==> config.mk <==
export PLATFORM = sky130hd
export DESIGN_NAME = wired_div_arb_flat
export DESIGN_NICKNAME = d
export VERILOG_FILES = /design/src/rtl/wired_div_arb_if.sv /design/src/rtl/wired_div_arb.sv /design/src/flat_wrapper.sv
export SDC_FILE = /design/constraint.sdc
export NUM_CORES = 1
export LEC_CHECK = 0
export CAP_MARGIN = 20
export CORE_MARGIN = 1
export CORE_UTILIZATION = 30
export DETAILED_ROUTE_END_ITERATION = 6
export HOLD_SLACK_MARGIN = 0.03
export PLACE_DENSITY = 0.64
export SLEW_MARGIN = 0
export SYNTH_ARGS = -nofsm -noshare
export SYNTH_HDL_FRONTEND = slang
export SYNTH_SLANG_ARGS = --single-unit
==> constraint.sdc <==
create_clock -name clk -period 2.3 [get_ports clk]
set_input_delay 0.23 -clock clk [delete_from_list [all_inputs] [get_ports clk]]
set_output_delay 0.23 -clock clk [all_outputs]
set_load 0.05 [all_outputs]
==> src/rtl/wired_div_arb_if.sv <==
// Bundles the request ports, the result port and the external divider link
// of wired_div_arb.
//
// Handshake rule for both request and result channels: a transfer happens on
// a rising clk edge where valid and ready are both 1. Once valid is raised,
// the driver keeps valid and its payload unchanged until that transfer.
// Ready may depend on valid in the same cycle.
interface wired_div_arb_if;
    logic [1:0]  req_valid;
    logic [1:0]  req_ready;
    logic [63:0] req_a;
    logic [63:0] req_b;
    logic [3:0]  req_op;
    logic [7:0]  req_tag;
    logic        flush;

    logic        out_valid;
    logic        out_ready;
    logic [31:0] out_data;
    logic        out_port;
    logic [3:0]  out_tag;

    logic        div_start;
    logic [31:0] div_a;
    logic [31:0] div_b;
    logic        div_sign;
    logic        div_busy;
    logic [31:0] div_quo;
    logic [31:0] div_rem;

    logic [1:0]  dbg_state;

    modport master (
        output req_valid, req_a, req_b, req_op, req_tag, flush, out_ready,
               div_busy, div_quo, div_rem,
        input  req_ready, out_valid, out_data, out_port, out_tag,
               div_start, div_a, div_b, div_sign, dbg_state
    );

    modport slave (
        input  req_valid, req_a, req_b, req_op, req_tag, flush, out_ready,
               div_busy, div_quo, div_rem,
        output req_ready, out_valid, out_data, out_port, out_tag,
               div_start, div_a, div_b, div_sign, dbg_state
    );
endinterface

==> src/rtl/wired_div_arb.sv <==
// Two-port round-robin front end for a shared 32-iteration divider.
// Divide-by-zero and signed INT_MIN / -1 are answered locally in one cycle;
// every other operation is launched on the external divider and its result
// is held on the output port until consumed.
module wired_div_arb (
    input  logic            clk,
    input  logic            rst_n,
    wired_div_arb_if.slave  bus
);

    typedef enum logic [1:0] {
        IDLE   = 2'd0,
        LAUNCH = 2'd1,
        WAIT   = 2'd2,
        DONE   = 2'd3
    } state_t;

    state_t      state;
    state_t      state_nxt;

    // Operands and routing info of the operation in flight
    logic [31:0] a_r;
    logic [31:0] b_r;
    logic        sign_r;
    logic        rem_sel_r;
    logic        port_r;
    logic [3:0]  tag_r;
    logic        last_grant;
    logic [31:0] out_data_r;

    // Arbitration / fast-path decode
    logic        gnt_port;
    logic        accept;
    logic [1:0]  grant;
    logic [31:0] sel_a;
    logic [31:0] sel_b;
    logic [1:0]  sel_op;
    logic [3:0]  sel_tag;
    logic        fast_zero;
    logic        fast_ovf;
    logic        fast;
    logic [31:0] fast_data;

    // Round-robin pick, operand mux and fast-path result for the winning port
    always_comb begin
        gnt_port  = 1'b0;
        grant     = 2'b00;
        fast_data = 32'd0;

        if (bus.req_valid == 2'b11) begin
            gnt_port = ~last_grant;
        end else begin
            gnt_port = bus.req_valid[1];
        end

        sel_a   = gnt_port ? bus.req_a[63:32]  : bus.req_a[31:0];
        sel_b   = gnt_port ? bus.req_b[63:32]  : bus.req_b[31:0];
        sel_op  = gnt_port ? bus.req_op[3:2]   : bus.req_op[1:0];
        sel_tag = gnt_port ? bus.req_tag[7:4]  : bus.req_tag[3:0];

        // Flush and reset both veto acceptance in the cycle they are seen
        accept = rst_n && !bus.flush && (state == IDLE) && (bus.req_valid != 2'b00);
        if (accept) begin
            grant = gnt_port ? 2'b10 : 2'b01;
        end

        fast_zero = (sel_b == 32'd0);
        fast_ovf  = sel_op[0] && (sel_a == 32'h8000_0000) && (sel_b == 32'hFFFF_FFFF);
        fast      = fast_zero || fast_ovf;

        if (fast_zero) begin
            fast_data = sel_op[1] ? sel_a : 32'hFFFF_FFFF;
        end else if (fast_ovf) begin
            fast_data = sel_op[1] ? 32'd0 : 32'h8000_0000;
        end
    end

    // Next-state logic; flush overrides everything else
    always_comb begin
        state_nxt = state;
        unique case (state)
            IDLE: begin
                if (accept) begin
                    state_nxt = fast ? DONE : LAUNCH;
                end
            end
            LAUNCH: begin
                // div_busy is not yet meaningful for the new operation here
                state_nxt = WAIT;
            end
            WAIT: begin
                if (!bus.div_busy) begin
                    state_nxt = DONE;
                end
            end
            DONE: begin
                if (bus.out_ready) begin
                    state_nxt = IDLE;
                end
            end
            default: state_nxt = IDLE;
        endcase
        if (bus.flush) begin
            state_nxt = IDLE;
        end
    end

    // State register
    always_ff @(posedge clk) begin
        if (!rst_n) begin
            state <= IDLE;
        end else begin
            state <= state_nxt;
        end
    end

    // Operand capture on accept, result capture on fast path or divider done
    always_ff @(posedge clk) begin
        if (!rst_n) begin
            a_r        <= 32'd0;
            b_r        <= 32'd0;
            sign_r     <= 1'b0;
            rem_sel_r  <= 1'b0;
            port_r     <= 1'b0;
            tag_r      <= 4'd0;
            last_grant <= 1'b1;
            out_data_r <= 32'd0;
        end else begin
            if (accept) begin
                a_r        <= sel_a;
                b_r        <= sel_b;
                sign_r     <= sel_op[0];
                rem_sel_r  <= sel_op[1];
                port_r     <= gnt_port;
                tag_r      <= sel_tag;
                last_grant <= gnt_port;
                if (fast) begin
                    out_data_r <= fast_data;
                end
            end else if ((state == WAIT) && !bus.div_busy && !bus.flush) begin
                out_data_r <= rem_sel_r ? bus.div_rem : bus.div_quo;
            end
        end
    end

    assign bus.req_ready = grant;
    assign bus.out_valid = (state == DONE);
    assign bus.out_data  = out_data_r;
    assign bus.out_port  = port_r;
    assign bus.out_tag   = tag_r;
    // Operand registers only change on accept, so the divider inputs stay
    // stable for the whole LAUNCH..WAIT window.
    assign bus.div_start = (state == LAUNCH);
    assign bus.div_a     = a_r;
    assign bus.div_b     = b_r;
    assign bus.div_sign  = sign_r;
    assign bus.dbg_state = state;

endmodule

==> src/flat_wrapper.sv <==
// flat-port wrapper written by rule: the top's interface ports become plain ports
module wired_div_arb_flat 
  (clk, rst_n, bus_req_valid, bus_req_a, bus_req_b, bus_req_op, bus_req_tag, bus_flush, bus_out_ready, bus_div_busy, bus_div_quo, bus_div_rem, bus_req_ready, bus_out_valid, bus_out_data, bus_out_port, bus_out_tag, bus_div_start, bus_div_a, bus_div_b, bus_div_sign, bus_dbg_state);
  wired_div_arb_if bus_i ();
  input  logic clk;
  input  logic rst_n;
  input wire logic [$bits(bus_i.req_valid)-1:0] bus_req_valid;
  input wire logic [$bits(bus_i.req_a)-1:0] bus_req_a;
  input wire logic [$bits(bus_i.req_b)-1:0] bus_req_b;
  input wire logic [$bits(bus_i.req_op)-1:0] bus_req_op;
  input wire logic [$bits(bus_i.req_tag)-1:0] bus_req_tag;
  input wire logic [$bits(bus_i.flush)-1:0] bus_flush;
  input wire logic [$bits(bus_i.out_ready)-1:0] bus_out_ready;
  input wire logic [$bits(bus_i.div_busy)-1:0] bus_div_busy;
  input wire logic [$bits(bus_i.div_quo)-1:0] bus_div_quo;
  input wire logic [$bits(bus_i.div_rem)-1:0] bus_div_rem;
  output wire logic [$bits(bus_i.req_ready)-1:0] bus_req_ready;
  output wire logic [$bits(bus_i.out_valid)-1:0] bus_out_valid;
  output wire logic [$bits(bus_i.out_data)-1:0] bus_out_data;
  output wire logic [$bits(bus_i.out_port)-1:0] bus_out_port;
  output wire logic [$bits(bus_i.out_tag)-1:0] bus_out_tag;
  output wire logic [$bits(bus_i.div_start)-1:0] bus_div_start;
  output wire logic [$bits(bus_i.div_a)-1:0] bus_div_a;
  output wire logic [$bits(bus_i.div_b)-1:0] bus_div_b;
  output wire logic [$bits(bus_i.div_sign)-1:0] bus_div_sign;
  output wire logic [$bits(bus_i.dbg_state)-1:0] bus_dbg_state;
  assign bus_i.req_valid = bus_req_valid;
  assign bus_i.req_a = bus_req_a;
  assign bus_i.req_b = bus_req_b;
  assign bus_i.req_op = bus_req_op;
  assign bus_i.req_tag = bus_req_tag;
  assign bus_i.flush = bus_flush;
  assign bus_i.out_ready = bus_out_ready;
  assign bus_i.div_busy = bus_div_busy;
  assign bus_i.div_quo = bus_div_quo;
  assign bus_i.div_rem = bus_div_rem;
  assign bus_req_ready = bus_i.req_ready;
  assign bus_out_valid = bus_i.out_valid;
  assign bus_out_data = bus_i.out_data;
  assign bus_out_port = bus_i.out_port;
  assign bus_out_tag = bus_i.out_tag;
  assign bus_div_start = bus_i.div_start;
  assign bus_div_a = bus_i.div_a;
  assign bus_div_b = bus_i.div_b;
  assign bus_div_sign = bus_i.div_sign;
  assign bus_dbg_state = bus_i.dbg_state;
  wired_div_arb u_core (.clk(clk), .rst_n(rst_n), .bus(bus_i));
endmodule
* After elaboration in Yosys (flattened, before gate mapping)
Cells that the tools add are included. W data, S select, Z words.
Storage, ports and cells: flip-flop bits (word level) 106, logic and storage cells 58, bits in writable memories 0, bits in read-only memories 0, memories kept 0, input bits 211, output and inout bits 108, bits in latches 0
Cells by class: bitwise logic cells 2, add/sub/neg operators 0, equal/unequal tests 10, divide/modulo/power cells 0, multiply operators 0, $lt $le $gt $ge 0, shifts and indexed selects 0, muxes and demuxes 20, reduce and logical (&&, ||, !) cells 17
Operators by type and width (number):
- $mux W32 | 10
- $eq A32 B32 Y1 const B | 2
- $logic_not A32 Y1 | 1
- $mux W2 | 7
- $pmux W2 S4 | 1
- $logic_and A1 B1 Y1 | 7
- $eq A2 B2 Y1 const B | 3
- $ne A2 B2 Y1 const B | 3
- $mux W4 | 1
- $reduce_bool A2 Y1 | 2
- $reduce_and A3 Y1 | 1
- $eq A2 B1 Y1 const B | 1
- $logic_not A1 Y1 | 2
- $logic_not A2 Y1 | 1
- $ne A2 B1 Y1 const B | 1
- $not A1 Y1 | 2
- $reduce_and A2 Y1 | 1
- $reduce_or A2 Y1 | 1
- $logic_or A1 B1 Y1 | 1
- $mux W1 | 1

* Logic depth before layout (Yosys ltp)
word-level depth 10, mapped depth 11, depth with buffers taken out 8

* Worst setup path after synthesis
Ideal clock, no wire load.
kind reg2reg, start reg u_core.state[0], in the netlist u_core.bus.dbg_state[0], end reg u_core.a_r[0], in the netlist u_core.bus.div_a[0], arrival 2454 ps, slack -228 ps, library setup time 74 ps, stages on the path, launching flop included 11, cells stage by stage dfxtp_1 -> inv_1 -> ha_1 -> o21ai_0 -> or2_2 -> clkbuf_1 -> clkbuf_1 -> clkbuf_1 -> buf_1 -> nand3_1 -> o21ai_0
On the way: cells in the longest elaborated chain, start to end 3
RTL lines:
- start: declaration | line wired_div_arb.sv:18 | state_t state;
- start signal: assignment | line wired_div_arb.sv:113 | state <= state_nxt;
- $logic_not A2 Y1 | line wired_div_arb.sv:62 | accept = rst_n && !bus.flush && (state == IDLE) && (bus.req_valid != 2'b00);
- $logic_and A1 B1 Y1 (2 in series) | line wired_div_arb.sv:62
- end signal: assignment | line wired_div_arb.sv:130 | a_r <= sel_a;
- end: declaration | line wired_div_arb.sv:22 | logic [31:0] a_r;
Every way passes these cells. A chain may end at the register's enable or synchronous reset.

* Worst setup path in the final report
start in bus_req_a[10], end reg u_core.out_data_r[6], in the netlist u_core.bus.out_data[6]
On the way: cells in the longest elaborated chain, start to end 8
RTL lines:
- start: declaration | line flat_wrapper.sv:8 | input wire logic [$bits(bus_i.req_a)-1:0] bus_req_a;
- $mux W32 (*) | line wired_div_arb.sv:56 | sel_a = gnt_port ? bus.req_a[63:32] : bus.req_a[31:0];
- $eq A32 B32 Y1 (*) | line wired_div_arb.sv:68 | fast_ovf = sel_op[0] && (sel_a == 32'h8000_0000) && (sel_b == 32'hFFFF_FFFF);
- $logic_and A1 B1 Y1 (*) (2 in series) | line wired_div_arb.sv:68
- $mux W32 | line wired_div_arb.sv:73 | end else if (fast_ovf) begin
- $mux W32 | line wired_div_arb.sv:71 | if (fast_zero) begin
- $mux W32 | line wired_div_arb.sv:137 | if (fast) begin
- $mux W32 | line wired_div_arb.sv:129 | if (accept) begin
- end signal: assignment | line wired_div_arb.sv:138 | out_data_r <= fast_data;
- end signal: assignment | line wired_div_arb.sv:141 | out_data_r <= rem_sel_r ? bus.div_rem : bus.div_quo;
- end: declaration | line wired_div_arb.sv:29 | logic [31:0] out_data_r;
Mark *: on every way between the ends. The rest lies on a longest branch, timed or not. The select of a mux whose other input is x is not followed.

==> run metrics <==
maximum clock rate=437 MHz; core region area=19800 sq um; critical path fanouts, max=7; Final setup viols=0; area fraction in and, or, nand and nor cells after synthesis=0.207; Setup crit end kind=flip-flop; wire length of the first global-routing pass=40.8 mm; number of buffers inserted by port buffering=318; antenna violations before repair=0; DRC viols=0; count of TritonRoute iterations in the first routing pass=4; clock net sink count=106; power density over the cells=560 nW/um^2; Psw=2.25 mW; synthesis warning total=0; hold crit path type=in2reg; Via-to-Cell Ratio=5.28; mean cell area of the mapped netlist=8.85 sq um; total of flip-flops plus latches after synthesis=106; internal portion of total power=3.88 mW; layout cell share with drive strength beyond 1=0.225; largest net degree at the start of global routing=101; Cell Rows=51; Worst Tran Pin Value=0.599 ns; syn_nets=910; count of unique library cells instantiated by Yosys=40; WL/cell=20.2 microns; area enclosed by the die boundary=21000 sq um; Mapped Area=6140 sq um; vertical extent of the die=145 microns; Worst Setup Slack, final=0.0105 ns; H-tree depth=3; Final Max Slew Viols=0; number of antenna diodes=0; weighted congestion reported at the end of routability-driven placement=0.851; dpl ws=-0.641 ns; period utilisation layout=0.995; Switching Share=0.367; Post-synth ARST share=0; parity-gate share of the synthesized area counting xor and xnor cells=0; top_reg_cell synth=dfxtp_1; number of synthesized flops with an enable pin=0; Post-CTS Hold Buffers=0; Inserted Clock Buffers=9; Max Cap Violations=0; clock tree root driver cell=clkbuf_16; total via count in the routed design=7099; number of nets in the layout=1290; Initial Util=0.310; critical path data required time=2.59 ns; TritonCTS clock tree=built; buffer depth of the longest clock path=2; number of nets with antenna violations after routing=0; Leak=4.34 nW; peak ir drop on the vdd network=0.359 mV; IO Count=319; Layout Cells excl Fill=1344; arrival time of the worst setup path=2.58 ns; Final Core Density=0.552; instance count of the mapped netlist=694; combinational family with the most area after synthesis=compound AO/OA/AOI/OAI gates; adder and majority cell fraction of the synthesized area=0.0102; worst-case headroom to the max-slew limit=0.599; Power, Total=6.12 mW; cell type contributing the most total cell area after synthesis=dfxtp_1; clock latency on the worst-skew pair=0.35 ns; final hold violation count=0; share of synthesized area spent on multiplexers=0.166; worst slack on hold paths=0.264 ns; Die Wd=145 microns; Final Routed Wirelength=27.2 mm; signed area change from the synthesized netlist to the final layout=77.9%; Gate power share=0.404; sequential fraction of design power=0.349; top cell types by occurrence after synthesis=nand3_1, dfxtp_1, o21ai_0, mux2i_1, clkbuf_1; most instantiated library cell after synthesis=nand3_1; nature of the critical path startpoint=input pin; estimated wirelength of the detail-placed design=20.6 mm; fraction of the mapped netlist area in compound gates=0.220; relative contribution of the clock network to total power=0.246; number of placed instances, taps included=1323; vias in the first global route=6981; result of the run=complete, no violations; main area contributors after synthesis=dfxtp_1, nand3_1, mux2i_1; Setup Skew=0.00554 ns; CTS clk-pin slew, worst paths=0.07 ns; Min Clock Period, post-route=2.29 ns; part of the Yosys area used for sequential elements=0.346; kind of critical path=in2reg; global-route usage over all layers=0.251; drt first-iter violations=406; grt total ovfl=0; area share of the leading cell type in the synthesized netlist=0.346
==> power groups by stage <==
stage          clock, mW  combinational, mW  sequential (mW)
2_1_floorplan          0              0.684             2.78
3_3_place_gp           0               2.41             2.18
3_5_place_dp           0               2.42             2.18
4_1_cts             1.53               2.45             2.14
5_1_grt             1.61               2.60             2.16
6_report            1.51               2.48             2.14
==> flip-flops by register name, indices dropped and copies added (netlist names) <==
name and cells:
u_core.rem_sel_r 1, u_core.bus.out_tag 4, u_core.bus.div_b 32, u_core.bus.dbg_state 2
u_core.bus.out_port 1, u_core.last_grant 1, u_core.bus.div_a 32, u_core.bus.out_data 32
u_core.bus.div_sign 1
==> final timing paths <==
path	start	endpoint	slack [ns]	depth (start not counted)
max	bus_req_a[10]	u_core.bus.out_data[6]	0.01	10
min	bus_req_a[0]	u_core.bus.div_a[0]	0.26	3
max reg2reg	u_core.bus.dbg_state[0]	u_core.bus.out_data[6]	0.09	9
min reg2reg	u_core.bus.out_port	u_core.bus.out_port	0.46	2
==> through the flow <==
| stage | area, sq um | setup TNS (ns) |
|---|---|---|
| after global routing | 10900 | -1.14 |
| after global placement | 10400 | -19.11 |
| after CTS | 10800 | 0 |
| final | 10900 | 0 |
| after floorplan | 6150 | 0 |
| after detailed placement | 10400 | -20.03 |
==> worst max-delay path, stage by stage <==
cell and delay [ns]:
clkdlybuf4s50_1 0.47, nor4_4 0.38, buf_4 0.17, nand4_1 0.22, nor4_4 0.29, o22ai_2 0.15
a31oi_4 0.21, buf_12 0.16, clkbuf_16 0.16, a2bb2oi_2 0.12
==> layer usage <==
layer	part of all wire	global-route usage	vias to the layer above
met3	0.066	0.0541	40
met4	0.028	0.0826	0
li1	-	-	3443
met2	0.48	0.422	271
met5	0	0	-
met1	0.43	0.317	3345
==> final cells by class <==
class	count	area (sq um)
clock buffer	9	225
timing repair buffer	439	4250
fill	1838	8860
sequential	106	2130
clock inverter	7	52.6
multi-input combinational	512	3920
inverter	6	22.5
tap	265	332
==> cell families (layout without fill, tap and decap cells) <==
kind of cell | after synthesis | count (layout)
and+or+nand+nor | 236 | 236
AOI/OAI and AO/OA | 173 | 173
DFF | 106 | 106
muxes | 98 | 98
buffers and inverters | 76 | 461
adders and majority gates | 5 | 5
==> timing repair <==
| item | CTS | global route |
|---|---|---|
| pin swaps | 17 | 15 |
| setup buffers | 1 | 1 |
| gates cloned | 2 | 1 |
| endpoints found under the setup margin | 35 | 34 |
| hold endpoints to repair | 0 | 0 |
| gates resized for setup | 54 | 25 |
==> layout by cell type (no fill, tap or decap), types with 6 or more instances in the layout <==
master / n
a2bb2oi_2: 30
buf_12: 12
buf_4: 109
clkbuf_16: 10
clkdlybuf4s50_1: 283
dfxtp_1: 103
dlygate4sd2_1: 23
inv_1: 6
mux2_2: 31
mux2i_1: 66
nand2_1: 20
nand3_1: 132
nand4_1: 20
nor2_1: 7
nor4_1: 15
nor4_4: 9
o21ai_0: 89
o21ai_1: 8
o221ai_1: 31
or4_4: 6
No activity file was read; power rests on OpenSTA's default activity.
